File: config.mk
export PLATFORM = sky130hd
export DESIGN_NAME = spi_byte_tx
export DESIGN_NICKNAME = d
export VERILOG_FILES = /design/src/rtl/spi_byte_tx.sv
export SDC_FILE = /design/constraint.sdc
export NUM_CORES = 1
export LEC_CHECK = 0
export BUFFER_PORTS_ARGS = -buffer_cell sky130_fd_sc_hd__buf_2
export CORE_UTILIZATION = 35
export DETAILED_ROUTE_END_ITERATION = 10
export GPL_TIMING_DRIVEN = 0
export PLACE_DENSITY = 0.54
export SETUP_SLACK_MARGIN = 0.3
export SLEW_MARGIN = 10
export SYNTH_ARGS = -nofsm -noshare
export SYNTH_HDL_FRONTEND = slang
export SYNTH_SLANG_ARGS = --single-unit
File: constraint.sdc
create_clock -name baseClk -period 2.6 [get_ports baseClk]
set_input_delay 0.39 -clock baseClk [delete_from_list [all_inputs] [get_ports baseClk]]
set_output_delay 0.39 -clock baseClk [all_outputs]
set_load 0.05 [all_outputs]
File: src/rtl/spi_byte_tx.sv
// SPI master byte transmitter (mode 0, MSB first, chip select framed per byte).
// Takes one byte per data/sendEnable/sendBusy handshake from the frequency
// measurement core and serialises it. SCLK is derived from baseClk by an
// internal divider, so the whole block lives in the baseClk domain.
// Every output is driven straight from a flop, so none of them can glitch.

module spi_byte_tx #(
    parameter int unsigned CLK_DIV = 4,  // baseClk cycles per SCLK half-period (1..255)
    parameter int unsigned CS_GAP  = 2   // baseClk cycles of CS high after each byte (1..255)
) (
    input  logic       baseClk,
    input  logic       hard_Clr,
    input  logic [7:0] data,
    input  logic       sendEnable,
    output logic       sendBusy,
    output logic       spi_sclk,
    output logic       spi_mosi,
    output logic       spi_cs_n,
    output logic       byte_done
);

    typedef enum logic [1:0] {
        StIdle,
        StShift,
        StGap
    } state_e;

    // Terminal counts for the divider and the chip-select gap counter.
    localparam logic [7:0] DivLast = 8'(CLK_DIV - 1);
    localparam logic [7:0] GapLast = 8'(CS_GAP - 1);

    state_e     state_q;
    // Bit 7 goes straight to spi_mosi on accept, so only the remaining 7 bits are held.
    logic [6:0] shift_q;
    logic [2:0] bit_cnt_q;
    logic [7:0] div_cnt_q;
    logic [7:0] gap_cnt_q;

    logic div_wrap;
    logic last_bit;

    assign div_wrap = (div_cnt_q == DivLast);
    assign last_bit = (bit_cnt_q == 3'd7);

    // Transfer FSM: accept a byte, shift it out on the divided clock, then hold CS high.
    always_ff @(posedge baseClk or posedge hard_Clr) begin
        if (hard_Clr) begin
            state_q   <= StIdle;
            shift_q   <= 7'd0;
            bit_cnt_q <= 3'd0;
            div_cnt_q <= 8'd0;
            gap_cnt_q <= 8'd0;
            sendBusy  <= 1'b0;
            spi_sclk  <= 1'b0;
            spi_mosi  <= 1'b0;
            spi_cs_n  <= 1'b1;
            byte_done <= 1'b0;
        end else begin
            // byte_done is a single-cycle strobe; only the GAP exit raises it.
            byte_done <= 1'b0;

            unique case (state_q)
                StIdle: begin
                    if (sendEnable) begin
                        shift_q   <= data[6:0];
                        spi_mosi  <= data[7];
                        spi_cs_n  <= 1'b0;
                        spi_sclk  <= 1'b0;
                        sendBusy  <= 1'b1;
                        bit_cnt_q <= 3'd0;
                        div_cnt_q <= 8'd0;
                        state_q   <= StShift;
                    end
                end

                StShift: begin
                    if (!div_wrap) begin
                        div_cnt_q <= div_cnt_q + 8'd1;
                    end else begin
                        div_cnt_q <= 8'd0;
                        if (!spi_sclk) begin
                            // Rising edge: the slave samples the bit already on MOSI.
                            spi_sclk <= 1'b1;
                        end else begin
                            // Falling edge: move on to the next bit or close the frame.
                            spi_sclk  <= 1'b0;
                            bit_cnt_q <= bit_cnt_q + 3'd1;
                            if (last_bit) begin
                                spi_mosi  <= 1'b0;
                                spi_cs_n  <= 1'b1;
                                gap_cnt_q <= 8'd0;
                                state_q   <= StGap;
                            end else begin
                                spi_mosi <= shift_q[6];
                                shift_q  <= {shift_q[5:0], 1'b0};
                            end
                        end
                    end
                end

                StGap: begin
                    if (gap_cnt_q == GapLast) begin
                        gap_cnt_q <= 8'd0;
                        sendBusy  <= 1'b0;
                        byte_done <= 1'b1;
                        state_q   <= StIdle;
                    end else begin
                        gap_cnt_q <= gap_cnt_q + 8'd1;
                    end
                end

                default: begin
                    state_q <= StIdle;
                end
            endcase
        end
    end

endmodule

==> impl_results.md, run 1 <==
* Final WL at 3590 um
* Depth of the CTS H-tree at 2
* Initial antenna violation count at 0
* Global-route wire length before repair at just over 6000 um
* Area leader, netlist: dfrtp_1
* Max IR drop VDD at 0.000383 V
* Final GP Congestion at ~0.86
* Synthesized net count at 191
* Number of I/O port buffers at 15
* Final-report hold violation count at 0
* Final net count at 214
* Skew-Pair Late Insertion Delay at 0.29 ns
* Slew @ Worst Pin at ~0.7 ns
* Worst setup EP type: flip-flop
* TNS Setup at 0 ns
* CTS tree: done
* N_diodes at 0
* Commonest non-fill, non-tap cell in the layout: dfrtp_1
* Layout Cells excl Fill at 266
* Met2 WL at 1620 um
* Flop2flop setup slack at 0.55 ns
* Vias in the first global route at 1312
* R2R Path End: shift_q[3]
* Layout cells sized above 1 at 0.146
* Gate Count Post-Synth at 175
* Synthesized area per cell at 9.88 um^2
* CTS Root Cell: clkbuf_8
* Max Slew Vio Count at 0
* Clock transition at path regs at 0.06 ns
* Slew margin rel. at 0.535
* Reg-to-Reg Start: div_cnt_q[0]
* Total vias in the final route at 1367
* Max-cap violations at 0
* Routed Antenna Nets at 0
* Site Rows at 25
* Peak Freq at 0.487 GHz
* Final Util at 0.418
* Maximum clock path buffer count at 2
* Worst Hold Class: in2async
* Die ar. at 0.00523 mm^2
* Met1 WL at about 1800 um
* Status: completed
* Worst slack, placed at 0.493 ns
* Cell variety after synth at 43
* Layout area overhead at 14.3%
* CTS Hold Buffers Added at 0
* Placeable Area at 0.00472 mm^2
* Starting Density at 0.366
* Critical path arrival at 2.23 ns
* Placed cells at ~260
* Final Worst Setup Slack at about 0.55 ns
* Final worst-path cycle share at 0.790
* DR WL met3 at 133 um
* RSZ-0062 raised after global routing: false
* CTS Buf Count at 5
* Uppermost layer routed: met4
* Synthesized area at 0.00173 mm^2
* Setup violations, final at 0
* Most frequent cells in the layout: 32 x dfrtp_1, 24 x nand2_1, 16 x buf_2, 16 x o21ai_0, 12 x nand3_1
* Grt total ovfl at 0
* Via density at 5.14
* Tmin final at about 2.1 ns
* GRT Overall Usage at 0.156
* Sequential-to-total area share from yosys stat at 0.478
* Residual DRC at 0
* Synth top area share at 0.463
* Number of synthesized register bits at 33
* PwrDens at between 800 and 900 mW/mm^2
* Skew final at 0.00528 ns
* Post-CTS sizing at 0
* WL/cell at between 10 and 15 um
* Initial DRT Pass Iterations at 4
* Worst EP required at between 2 and 3 ns
* Area contributors post-synth: dfrtp_1 46%, nand2_1 5.2%, o21ai_0 4.6%
* Pin count of the biggest net entering global routing at 34
* Critical path fanouts, max at 7
* Crit path launch type: flip-flop
* Lkg Pwr at 0.000835 uW
* DP HPWL at 2510 um
* CTS sink cnt at 33
* WHS at 0.206 ns
* YS warnings at 0
* Die width at 72.3 um
* Number of top-level pins at 16
* Iteration-0 DRC Markers at between 90 and 100
* Worst r2r path cells at 7
* Worst setup path class: reg2reg
* Die Ht at about 72 um
-- layout make-up --
| type | instances | area (um^2) |
|---|---|---|
| Buffer | 6 | 23.8 |
| Timing Repair Buffer | 16 | 82.6 |
| Fill cell | 474 | 2750 |
| Sequential cell | 33 | 827 |
| Tap cell | 67 | 83.8 |
| Clock buffer | 8 | 80.1 |
| Multi-Input combinational cell | 132 | 863 |
| Inverter | 4 | 15.0 |
-- metal layers --
layer | vias to the layer above | GRT usage
li1 | 687 | -
met2 | 18 | 0.227
met1 | 655 | 0.213
met5 | - | 0
met4 | 0 | 0.0850
met3 | 7 | 0.0389
-- through the flow --
step	power, uW	cell area [um^2]
5_1_grt	1830	1980
4_1_cts	1720	1970
3_3_place_gp	1320	1890
2_1_floorplan	1220	1730
3_5_place_dp	1350	1890
6_report	1710	1980
-- Yosys cell counts --
cell type and n:
nor4b_4 1, a211oi_1 1, o21a_1 1, xor2_1 3, o32a_1 1, a41oi_1 2, and4_1 2, or2_2 1
dfstp_2 1, and2_1 1, nand4_1 3, nand2_1 24, nand4b_1 2, and3_1 2, o21ai_0 16, nor2_1 11
a31oi_1 3, inv_1 4, o31a_1 1, nand2b_1 8, a21o_1 2, o221a_1 6, nor3_1 1, mux2i_1 2
nand3_4 1, or3_1 1, a21oi_1 5, ha_1 5, xnor2_1 1, nor2b_1 2, nand3_1 12, clkbuf_1 5
dfrtp_1 32, o211a_1 1, buf_2 1, and3b_1 1, o311ai_0 2, nor3_2 1, o41ai_1 1, o22a_1 1
nor4b_1 1, o31ai_2 1, a22o_1 2
-- registers in the layout (all words and copies together) (netlist names) --
register,flops
spi_mosi,1
spi_cs_n,1
shift_q,7
div_cnt_q,8
state_q,2
byte_done,1
spi_sclk,1
bit_cnt_q,3
sendBusy,1
gap_cnt_q,8
-- kinds of logic after synthesis --
group	after synthesis	synth area share
and+or+nand+nor	75	0.239
DFF	33	0.478
adders and majority gates	5	0.0362
AOI/OAI and AO/OA	46	0.192
buffers and inverters	10	0.0224
muxes	2	0.0116
xor gates and xnor gates	4	0.0203
-- critical path, stage by stage (launching register included) --
cell	delay, ns
dfrtp_1	0.40
ha_1	0.27
nor4b_4	0.22
buf_4	0.19
nand3_4	0.11
or3_1	0.36
buf_2	0.16
o221a_1	0.23
-- worst max path at each step --
stage | endpoint | cells past startpoint | slack [ns] | start
CTS | shift_q[3] | 6 | 0.47 | div_cnt_q[0]
global route | gap_cnt_q[6] | 6 | 0.40 | bit_cnt_q[0]
detailed placement | shift_q[3] | 6 | 0.49 | div_cnt_q[0]
floorplan | shift_q[1] | 6 | 0.67 | div_cnt_q[0]
global placement | shift_q[6] | 6 | 0.50 | div_cnt_q[0]
finish | shift_q[3] | 7 | 0.55 | div_cnt_q[0]
-- power breakdown --
group	internal, uW	switching (uW)
combinational	237	278
clock	190	176
sequential	672	162
total	1100	615
-- repair_timing --
item | in CTS | in global routing
hold endpoints to repair | 0 | 0
buffers inserted | 0 | 1
setup endpoints to repair | 0 | 6
Power figures use the tool's default switching activity.
==> inputs of run 2 (changes only) <==
==> constraint.sdc (replaced) <==
create_clock -name baseClk -period 1.94 [get_ports baseClk]
set_input_delay 0.291 -clock baseClk [delete_from_list [all_inputs] [get_ports baseClk]]
set_output_delay 0.291 -clock baseClk [all_outputs]
set_load 0.05 [all_outputs]
==> impl_results.md, run 2 (synthesized netlist as in run 1, its figures left out) <==
* Initial DRT Pass Iterations at 4 (unchanged)
* TNS Setup at 0 ns (unchanged)
* Routed Antenna Nets at 0 (unchanged)
* N_diodes at 0 (unchanged)
* Tmin final at 1.74 ns (-0.309 ns)
* Worst path max stage delay at 0.39 ns (about the same)
* Worst EP required at 2.11 ns (-0.66 ns)
* PwrDens at 1170 mW/mm^2 (+35%)
* Commonest non-fill, non-tap cell in the layout: dfrtp_1
* Initial antenna violation count at 0 (unchanged)
* CTS Buf Count at 5 (unchanged)
* Residual DRC at 0 (unchanged)
* CTS Root Cell: clkbuf_8
* Clock transition at path regs at 0.07 ns (about the same)
* Critical path arrival at 1.92 ns (-0.31 ns)
* Final-report hold violation count at 0 (unchanged)
* Layout cells sized above 1 at 0.278 (+0.133)
* Critical path fanouts, max at 6 (-1)
* Slew margin rel. at 0.542 (+0.00760)
* Fillers at 443 (-6.5%)
* Most frequent cells in the layout: 30 x dfrtp_1, 23 x nand2_1, 15 x buf_2
* Final Util at 0.468 (+0.0501)
* CTS sink cnt at 33 (unchanged)
* Die ar. at 0.00523 mm^2 (unchanged)
* Slew @ Worst Pin at 0.685 ns (-0.0114 ns)
* Final GP Congestion at 0.833 (-2.8%)
* Worst Hold Class: in2async
* R2R Path End: shift_q[5]
* Reg-to-Reg Start: div_cnt_q[0]
* Worst r2r path cells at 6 (-1)
* DP HPWL at 2600 um (+3.7%)
* Flop2flop setup slack at 0.20 ns (-0.35 ns)
* Peak Freq at 0.573 GHz (+18%)
* Die width at 72.3 um (unchanged)
* Global-route wire length before repair at 6670 um (+8.8%)
* Skew-Pair Late Insertion Delay at 0.29 ns (about the same)
* Final WL at 3950 um (+10%)
* Clock network fraction of design power at 0.190 (-0.023)
* Final net count at 227 (+6.1%)
* WL/cell at 14.2 um (+5.0%)
* CTS Hold Buffers Added at 0 (unchanged)
* Setup violations, final at 0 (unchanged)
* Number of I/O port buffers at 15 (unchanged)
* Status: completed
* RSZ-0062 raised after global routing: true
* Layout area overhead at 27.9%
* Crit path launch type: flip-flop
* Lkg Pwr at 0.000919 uW (+10%)
* Total vias in the final route at 1421 (+4.0%)
* P_int at 1660 uW (+51%)
* Top Registers: div_cnt_q: 8 flops, gap_cnt_q: 8 flops, shift_q: 7 flops
* Die Ht at 72.3 um (unchanged)
* Max Slew Vio Count at 0 (unchanged)
* Number of top-level pins at 16 (unchanged)
* Starting Density at 0.366 (unchanged)
* Via density at 5.09 (-0.89%)
* Worst setup EP type: flip-flop
* GRT Overall Usage at 0.169 (+0.0126)
* Final worst-path cycle share at 0.899 (+0.109)
* Pin count of the biggest net entering global routing at 34 (unchanged)
* Max-cap violations at 0 (unchanged)
* Skew final at 0.00816 ns (+0.00288 ns)
* Depth of the CTS H-tree at 2 (unchanged)
* CTS tree: done
* WHS at 0.104 ns (-0.102 ns)
* P_sw at 932 uW (+52%)
* Placeable Area at 0.00472 mm^2 (unchanged)
* Seq pwr share at 0.437 (-0.050)
* Site Rows at 25 (unchanged)
* Iteration-0 DRC Markers at 104 (+13%)
* CP Cell Sequence: ha_4 > nor4b_4 > nand3_4 > or3_1 > buf_6 > o221a_1
* Switch share at 0.360 (+0.00152)
* Maximum clock path buffer count at 2 (unchanged)
* Worst setup path class: reg2reg
* Grt total ovfl at 0 (unchanged)
* Combinational share of power at 0.373 (+0.073)
* Final Power at 2590 uW (+51%)
* Max IR drop VDD at 0.000605 V (+58%)
* Vias in the first global route at 1389 (+5.9%)
* Slowest cell on crit path: dfrtp_1
==> run 2: changes by cell type in the layout (fill, tap and decap cells not counted), sizes merged <==
| cell | before | now |
|---|---|---|
| buf | 17 | 29 |
| clkbuf | 13 | 14 |
==> run 2: repair_timing <==
item | 4_1_cts | 5_1_grt
resized for setup | 23 | 13
setup buffers | 11 | 2
cloned | 1 | 0
endpoints found under the hold margin | 0 | 0
endpoints found under the setup margin | 28 | 20
pin swaps | 8 | 10
==> run 2: routing by layer <==
layer | global-route usage | part of all wire | up-vias
met5 | 0 | 0 | -
met4 | 0.0654 | 0.015 | 0
met3 | 0.0472 | 0.034 | 6
met2 | 0.266 | 0.46 | 21
met1 | 0.220 | 0.49 | 677
li1 | - | - | 717
==> run 2: worst max-delay path by stage <==
stage                 endpoint  slack [ns]  cells past startpoint         start
finish              shift_q[5]        0.20                      6  div_cnt_q[0]
global route        shift_q[5]        0.13                      6  div_cnt_q[0]
detailed placement  shift_q[5]       -0.16                      5  div_cnt_q[0]
CTS                 shift_q[5]        0.16                      6  div_cnt_q[0]
global placement    shift_q[5]       -0.06                      6  div_cnt_q[0]
floorplan           shift_q[2]        0.09                      6  div_cnt_q[0]
==> run 2: per-stage QoR <==
stage / worst slack [ns] / std cells / cell area, um^2
floorplan: 0.0888 / 175 / 1730
global placement: -0.0551 / 257 / 1890
detailed placement: -0.160 / 257 / 1890
CTS: 0.164 / 277 / 2170
global route: 0.132 / 279 / 2210
finish: 0.195 / 279 / 2210
==> run 2: area by class of cell <==
cell class              count  area [um^2]  share of cell area
multi-input cells         132          977               0.442
flip-flops and latches     33          830               0.375
repair buffers             29          181              0.0820
well taps                  67         83.8              0.0379
clock buffers               8         80.1              0.0362
plain buffers               6         45.0              0.0204
inverters                   4         15.0             0.00679
==> run 2: power by group through the flow <==
stage	clock [uW]	combinational, uW	sequential [uW]
finish	491	966	1130
CTS	505	919	1130
detailed placement	0	684	1130
global placement	0	661	1120
floorplan	0	454	1180
global route	538	1070	1160
==> run 2: worst max-delay path: cells and delay by family, from the launching register on <==
kind | cells | cell delay, ns
buf+inv | 1 | 0.14
simple gates | 3 | 0.74
compound gates | 1 | 0.21
flops | 1 | 0.39
fa+ha+maj | 1 | 0.15
==> inputs of run 3 (changes only) <==
--- a/config.mk
+++ b/config.mk
@@ -6,10 +6,11 @@
 export NUM_CORES = 1
 export LEC_CHECK = 0
 export BUFFER_PORTS_ARGS = -buffer_cell sky130_fd_sc_hd__buf_2
-export CORE_UTILIZATION = 35
+export CORE_ASPECT_RATIO = 2
+export CORE_UTILIZATION = 27
 export DETAILED_ROUTE_END_ITERATION = 10
 export GPL_TIMING_DRIVEN = 0
-export PLACE_DENSITY = 0.54
+export PLACE_DENSITY = 0.45
 export SETUP_SLACK_MARGIN = 0.3
 export SLEW_MARGIN = 10
 export SYNTH_ARGS = -nofsm -noshare
==> impl_results.md, run 3 (synthesized netlist as in run 1, its figures left out) <==
* Worst path max stage delay at 0.40 ns (about the same)
* Max-cap violations at 0 (unchanged)
* Max Slew Vio Count at 0 (unchanged)
* CTS Hold Buffers Added at 0 (unchanged)
* Worst setup path class: reg2reg
* Tmin final at 1.80 ns (+0.0593 ns)
* DP Area at 0.00191 mm^2 (+1.1%)
* GRT Overall Usage at 0.156 (-0.0126)
* P_int at 1990 uW (+20%)
* Final GP Congestion at 0.703 (-16%)
* CTS sink cnt at 33 (unchanged)
* Maximum clock path buffer count at 2 (unchanged)
* Number of I/O port buffers at 15 (unchanged)
* Slowest cell on crit path: or3_1
* Skew-Pair Late Insertion Delay at 0.28 ns (about the same)
* Die Ht at 115 um (+59%)
* Commonest non-fill, non-tap cell in the layout: dfrtp_1
* Worst Path Buf+Inv at 1 (unchanged)
* Slew margin rel. at 0.518 (-0.0248)
* Pin count of the biggest net entering global routing at 34 (unchanged)
* Most frequent cells in the layout: 31 x dfrtp_1, 23 x nand2_1, 21 x buf_4
* Final worst-path cycle share at 0.930 (+0.0306)
* Global-route wire length before repair at 7830 um (+17%)
* Initial antenna violation count at 0 (unchanged)
* Starting Density at 0.283 (-0.0829)
* Peak Freq at 0.554 GHz (-3.3%)
* Final WL at 4620 um (+17%)
* Residual DRC at 0 (unchanged)
* Die ar. at 0.00675 mm^2 (+29%)
* CTS Buf Count at 5 (unchanged)
* Clock network fraction of design power at 0.264 (+0.074)
* Worst EP required at 2.10 ns (about the same)
* Max IR drop VDD at 0.000588 V (-3.0%)
* Skew final at 0.00546 ns (-0.00270 ns)
* Depth of the CTS H-tree at 2 (unchanged)
* Critical path arrival at 1.96 ns (+0.04 ns)
* Routed Antenna Nets at 0 (unchanged)
* Iteration-0 DRC Markers at 31 (-70%)
* Critical path fanouts, max at 6 (unchanged)
* Die width at 58.6 um (-19%)
* Slew @ Worst Pin at 0.722 ns (+0.0371 ns)
* Top Registers: div_cnt_q: 8 flops, gap_cnt_q: 8 flops, shift_q: 7 flops
* Switch share at 0.336 (-0.0243)
* DP HPWL at 3090 um (+19%)
* Final net count at 236 (+4.0%)
* Clock transition at path regs at 0.05 ns (-0.02 ns)
* CTS tree: done
* Vias in the first global route at 1584 (+14%)
* Initial DRT Pass Iterations at 4 (unchanged)
* Via density at 4.92 (-3.4%)
* Worst Hold Class: in2async
* Worst setup EP type: flip-flop
* Number of top-level pins at 16 (unchanged)
* Placeable Area at 0.00611 mm^2 (+29%)
* N_diodes at 0 (unchanged)
* WL/cell at 15.1 um (+6.8%)
* Crit path launch type: flip-flop
* CP Cell Sequence: ha_4 > nor4b_4 > nand3_4 > or3_1 > buf_6 > o221a_1
* CTS Root Cell: clkbuf_16
* Status: completed
* Design Area, Final at 0.00238 mm^2 (+7.4%)
* Seq pwr share at 0.375 (-0.062)
* Setup violations, final at 0 (unchanged)
* TNS Setup at 0 ns (unchanged)
* P_sw at 1010 uW (+7.9%)
* Delay-heaviest family, CP: simple AND/OR/NAND/NOR gates
* Lkg Pwr at 0.00100 uW (+9.2%)
* PwrDens at 1260 mW/mm^2 (+7.7%)
* Final-report hold violation count at 0 (unchanged)
* Grt total ovfl at 0 (unchanged)
* Total vias in the final route at 1501 (+5.6%)
* Combinational share of power at 0.361 (-0.012)
* Site Rows at 40 (+60%)
* RSZ-0062 raised after global routing: true
* Layout cells sized above 1 at 0.308 (+0.0294)
* Final Util at 0.389 (-0.0792)
* Final Power at 2990 uW (+16%)
* Layout area overhead at 37.4%
[run 3: cell count changes in the layout (fill, tap and decap cells not counted), moves of 2 or more]
| cell | previous run | this run |
|---|---|---|
| clkbuf_8 | 6 | 1 |
| clkbuf_16 | 0 | 5 |
| buf_6 | 2 | 4 |
| buf_4 | 12 | 21 |
| clkbuf_2 | 2 | 0 |
[run 3: repair_timing]
| item | in CTS | in global routing |
|---|---|---|
| endpoints found under the setup margin | 31 | 27 |
| pin swaps | 5 | 10 |
| gates resized for setup | 24 | 18 |
| gates cloned | 1 | 0 |
| setup buffers | 10 | 12 |
[run 3: power groups by stage]
stage	clock, uW	sequential (uW)	combinational [uW]
4_1_cts	819	1130	901
6_report	791	1120	1080
5_1_grt	839	1160	1190
3_5_place_dp	0	1130	686
2_1_floorplan	0	1180	454
3_3_place_gp	0	1130	674
[run 3: worst paths after layout]
path                                 to    startpoint  slack, ns  cells after the start
setup / recovery             shift_q[4]  div_cnt_q[1]       0.14                      6
max in group asynchronous  div_cnt_q[2]      hard_Clr       1.30                      2
min in group baseClk         shift_q[0]       data[0]       0.21                      3
hold reg to reg                spi_mosi      spi_mosi       0.51                      1
hold / removal               shift_q[0]      hard_Clr       0.14                      2
setup reg to reg             shift_q[4]  div_cnt_q[1]       0.14                      6
[run 3: cell type report]
class,count,area (um^2)
multi-input combinational,132,973
clock buffer,8,146
buffer,6,48.8
inverter,4,15.0
tap,84,105
fill,662,3730
timing repair buffer,38,259
sequential,33,828
[run 3: metal layers]
metal | up-vias | routed length [um] | track usage
met5 | - | 0 | 0
met4 | 0 | 59 | 0.0571
met3 | 5 | 90 | 0.0259
met2 | 20 | 2710 | 0.309
met1 | 737 | 1760 | 0.155
li1 | 739 | - | -
[run 3: metrics by stage]
stage,hold WS [ns],setup WS (ns),std cells
finish,0.136,0.136,305
global route,0.220,0.0815,305
CTS,0.169,0.164,293
detailed placement,0.468,-0.136,274
global placement,0.488,-0.131,274
floorplan,0.396,0.0888,175
